### config.mk
export PLATFORM = sky130hd
export DESIGN_NAME = student_or8way
export DESIGN_NICKNAME = d
export VERILOG_FILES = /design/src/rtl/student_or8way.sv
export SDC_FILE = /design/constraint.sdc
export NUM_CORES = 1
export LEC_CHECK = 0
export CAP_MARGIN = 0
export CORE_MARGIN = 2
export CORE_UTILIZATION = 39
export CTS_CLUSTER_SIZE = 10
export DETAILED_ROUTE_END_ITERATION = 16
export PLACE_DENSITY = 0.85
export SYNTH_ARGS = -nofsm -noshare
export SYNTH_HDL_FRONTEND = slang
export SYNTH_SLANG_ARGS = --single-unit
### constraint.sdc
create_clock -name clk -period 7.3 [get_ports clk]
set_input_delay 2.19 -clock clk [delete_from_list [all_inputs] [get_ports clk]]
set_output_delay 2.19 -clock clk [all_outputs]
set_load 0.02 [all_outputs]
### src/rtl/student_or8way.sv
// 8-input OR reduction with registered companions: delayed OR, popcount,
// lowest set index, a sticky "seen a one" flag and a rising-edge pulse.
module student_or8way (
  input  logic       clk,
  input  logic       rst_n,
  input  logic [7:0] in,
  input  logic       clr,
  output logic       out,
  output logic       out_q,
  output logic       sticky,
  output logic [2:0] first_idx,
  output logic [3:0] count,
  output logic       rise
);

  logic       out_q_prev_r;
  logic [3:0] count_s;
  logic [2:0] first_idx_s;

  function automatic logic [3:0] popcount8(input logic [7:0] v);
    logic [3:0] acc;
    acc = 4'd0;
    for (int i = 0; i < 8; i++) begin
      acc = acc + {3'b000, v[i]};
    end
    return acc;
  endfunction

  // Scan from the top down so the last hit is the lowest set bit; all-zero gives 0.
  function automatic logic [2:0] lowest_idx8(input logic [7:0] v);
    logic [2:0] idx;
    idx = 3'd0;
    for (int i = 7; i >= 0; i--) begin
      idx = v[i] ? 3'(i) : idx;
    end
    return idx;
  endfunction

  // Combinational reduction plus the per-word statistics fed to the registers.
  always_comb begin
    out         = |in;
    count_s     = popcount8(in);
    first_idx_s = lowest_idx8(in);
  end

  // Registered outputs; set of sticky takes priority over clr.
  always_ff @(posedge clk) begin
    if (!rst_n) begin
      out_q        <= 1'b0;
      out_q_prev_r <= 1'b0;
      sticky       <= 1'b0;
      first_idx    <= 3'd0;
      count        <= 4'd0;
      rise         <= 1'b0;
    end else begin
      out_q        <= out;
      out_q_prev_r <= out_q;
      rise         <= out_q & ~out_q_prev_r;
      first_idx    <= first_idx_s;
      count        <= count_s;
      if (out) begin
        sticky <= 1'b1;
      end else if (clr) begin
        sticky <= 1'b0;
      end else begin
        sticky <= sticky;
      end
    end
  end

endmodule

==> reports/summary.log <==
qor: power_and_ir_drop.ir_drop_worst_vdd 0.134 mV
qor: route.routed.top_layer met3
qor: route.met3_length 65 um
qor: synthesis.yosysWarnings 0
qor: synthesis.synth-seq-cells 11
qor: synthesis.synthDominantAreaCellType sky130_fd_sc_hd__dfxtp_1
qor: sta.maxSlewViolCount 0
qor: die.num_rows 13
qor: power_and_ir_drop.power.static_leakage 0.355 nW
qor: die.die-height 41.4 um
qor: critical_path.setup.worst_path.start_class primary input
qor: clock_network.cts_resized 0
qor: route.routed_wire_length_per_instance 9.13 um
qor: sta.setup_viol_count_final 0
qor: sta.worst_slack 1350 ps
qor: synthesis.post_synth_num_cell_types 17
qor: clock_network.clk-insertion-delay-late 260 ps
qor: critical_path.cp.required 5110 ps
qor: placed_design.place.gp.congestion 0.784
qor: sta.layout_min_cycle_time 5950 ps
qor: placed_design.preCtsSetupSlack 1340 ps
qor: global_routing.number_of_antenna_violations_at_the_first_check_in_global_routing 0
qor: synthesis.mappedNetlistNets 75
qor: global_routing.grt_pass1_wl 1460 um
qor: route.dr.pass1.iters 2
qor: worst_hold_path.worstHoldStart out_q_prev_r
qor: clock_network.clk_pin_slew 60 ps
qor: finish.layout_cell_share_with_drive_strength_beyond_1 0.0494
qor: route.detailroute.wirelength.met2 453 um
qor: clock_network.clock-root-buffer sky130_fd_sc_hd__clkbuf_4
qor: global_routing.number_of_global_route_vias_before_repair 397
qor: sta.achievable-frequency 168 MHz
qor: placed_design.io_buffer_count 21
qor: synthesis.synth.top_cells.by_area sky130_fd_sc_hd__dfxtp_1 (40%), sky130_fd_sc_hd__fa_1 (15%), sky130_fd_sc_hd__ha_1 (9.2%)
qor: sta.worst_slew_pin_slew 297 ps
qor: route.detail_route.iter0.violations 2
qor: sta.setup_total_negative_slack 0 ps
qor: power_and_ir_drop.switching_share 0.283
qor: sta.rsz_0062_raised_after_global_routing no
qor: die.design.die.area 1710 um^2
qor: clock_network.cts_tree yes
qor: placed_design.placed_cell_area 773 um^2
qor: power_and_ir_drop.power.density_cell_area 202 nW/um^2
qor: clock_network.cts.htree.levels 1
qor: power_and_ir_drop.proportion_of_power_drawn_by_the_clock_network 0.240
qor: critical_path.worst-endpoint-arrival 3760 ps
qor: clock_network.max-clock-path-buffers 2
qor: placed_design.detailedPlacementHpwl 779 um
qor: synthesis.synth_sequential_area_ratio 0.405
qor: synthesis.syn-cell-area 544 um^2
qor: die.die_w 41.4 um
qor: clock_network.post-cts-setup-buffer-count 0
qor: finish.finished_layout_cell_area 800 um^2
qor: outcome.outcome finished clean
qor: power_and_ir_drop.pwr-share-comb 0.339
qor: route.m1WireLength 358 um
qor: finish.design.final.nets 101
qor: route.drt_drc_violations_left 0
qor: finish.diodes 0
qor: clock_network.cts_made_buffers 3
qor: synthesis.average_size_of_a_mapped_cell 9.72 um^2
qor: global_routing.grt_usage 0.142
qor: global_routing.grt-ovfl-total 0
qor: power_and_ir_drop.post-layout-total-power 0.162 mW
qor: power_and_ir_drop.switchingPower 0.0458 mW
qor: die.design.portCount 22
qor: critical_path.r2r_start sticky
qor: clock_network.post_cts_hold_buffer_count 0
qor: sta.slew_headroom 0.800
qor: route.via_per_inst 4.60
qor: route.finalWirelength 876 um
qor: sta.min_period_over_period 0.815
qor: die.initial_utilization 0.418
qor: worst_hold_path.hold_path_class reg2reg
qor: flow_run.max_capacitance_violation_count 0
qor: critical_path.setup.worst_path.class in2out
qor: critical_path.path_max_fanout 4
qor: critical_path.worst_setup_path_end_kind primary output
qor: critical_path.worstSetupStartpoint in[7]
qor: clock_network.clock_sink_count 11
qor: global_routing.grt_max_degree 10
qor: synthesis.syn_inst 56
qor: die.placeable_core_region 1300 um^2
qor: synthesis.synth_top_area_share 0.405
qor: route.via_count 442
qor: finish.areaGrowthSynthToFinish 46.9%
qor: power_and_ir_drop.internal_power_summed_over_all_cells 0.116 mW
qor: power_and_ir_drop.share_seq_of_total_power 0.421
qor: sta.finClkSkew 1.35 ps
qor: sta.finalHoldViolations 0
qor: route.antenna_left 0
## power by group through the flow
stage / clock network [mW] / logic, mW / registers (mW)
after floorplan: 0 / 0.0236 / 0.0778
after global placement: 0 / 0.0540 / 0.0695
after detailed placement: 0 / 0.0559 / 0.0696
after CTS: 0.0411 / 0.0562 / 0.0682
after global routing: 0.0444 / 0.0611 / 0.0688
final: 0.0389 / 0.0549 / 0.0681
## worst max-delay path: stages
cell	delay [ps]
sky130_fd_sc_hd__clkdlybuf4s50_1	470
sky130_fd_sc_hd__nor4_2	370
sky130_fd_sc_hd__nand3_1	170
sky130_fd_sc_hd__clkdlybuf4s50_1	570
## cell usage in the layout, fill, tap and decap left out
cell type / synthesis / routed
sky130_fd_sc_hd__nor4_1: 1 / 1
sky130_fd_sc_hd__o21ai_0: 1 / 1
sky130_fd_sc_hd__xnor2_1: 1 / 1
sky130_fd_sc_hd__dfxtp_1: 11 / 11
sky130_fd_sc_hd__o211ai_1: 1 / 1
sky130_fd_sc_hd__fa_1: 4 / 4
sky130_fd_sc_hd__nor4_2: 1 / 1
sky130_fd_sc_hd__nor2_1: 3 / 3
sky130_fd_sc_hd__ha_1: 4 / 4
sky130_fd_sc_hd__inv_1: 13 / 13
sky130_fd_sc_hd__a21oi_1: 2 / 2
sky130_fd_sc_hd__and2_1: 4 / 4
sky130_fd_sc_hd__clkbuf_4: 0 / 3
sky130_fd_sc_hd__nand3_1: 2 / 2
sky130_fd_sc_hd__a221oi_1: 1 / 1
sky130_fd_sc_hd__clkbuf_1: 0 / 1
sky130_fd_sc_hd__nor2b_1: 4 / 4
sky130_fd_sc_hd__nand2_1: 2 / 2
sky130_fd_sc_hd__o21a_1: 1 / 1
sky130_fd_sc_hd__clkdlybuf4s50_1: 0 / 21
## stage by stage
| step | util | cells | hold slack, ps |
|---|---|---|---|
| 4_1_cts | 0.614 | 96 | 388 |
| 3_5_place_dp | 0.594 | 92 | 379 |
| 5_1_grt | 0.614 | 96 | 426 |
| 2_1_floorplan | - | 56 | 367 |
| 3_3_place_gp | 0.594 | 92 | 372 |
| 6_report | 0.614 | 96 | 387 |
## cells by family (layout without fill, tap and decap cells)
logic type	Yosys count	after routing	synth area share
and+or+nand+nor	17	17	0.179
buffers and inverters	13	38	0.0897
DFF	11	11	0.405
adders and majority gates	8	8	0.239
AOI/OAI and AO/OA	6	6	0.0713
xor gates and xnor gates	1	1	0.0161
## Yosys cell counts
cell type	n
sky130_fd_sc_hd__fa_1	4
sky130_fd_sc_hd__a221oi_1	1
sky130_fd_sc_hd__a21oi_1	2
sky130_fd_sc_hd__nor2_1	3
sky130_fd_sc_hd__nor4_1	1
sky130_fd_sc_hd__xnor2_1	1
sky130_fd_sc_hd__nor4_2	1
sky130_fd_sc_hd__nor2b_1	4
sky130_fd_sc_hd__o21a_1	1
sky130_fd_sc_hd__nand3_1	2
sky130_fd_sc_hd__dfxtp_1	11
sky130_fd_sc_hd__o211ai_1	1
sky130_fd_sc_hd__ha_1	4
sky130_fd_sc_hd__and2_1	4
sky130_fd_sc_hd__o21ai_0	1
sky130_fd_sc_hd__nand2_1	2
sky130_fd_sc_hd__inv_1	13
## layer usage
metal	vias to the layer above	GRT usage
met2	17	0.230
met1	199	0.164
met3	0	0.0160
li1	226	-
met5	-	0
met4	0	0.121
## path summary, 6_finish.rpt
check                 to  slack, ps  cells after the start
setup / recovery     out       1350                      4
hold / removal      rise        390                      1
hold reg to reg     rise        390                      1
setup reg to reg  sticky       6610                      2
## area by class of cell
type | instances | area (um^2)
tap | 15 | 18.8
sequential | 11 | 220
multi-input combinational | 32 | 275
fill | 122 | 502
inverter | 13 | 48.8
timing repair buffer | 21 | 210
clock buffer | 4 | 26.3
## sequential cells by signal, indices dropped and copies added, names as in the netlist
signal	count
out_q_prev_r	1
sticky	1
out_q	1
rise	1
first_idx	3
count	4
Power figures use the tool's default switching activity.
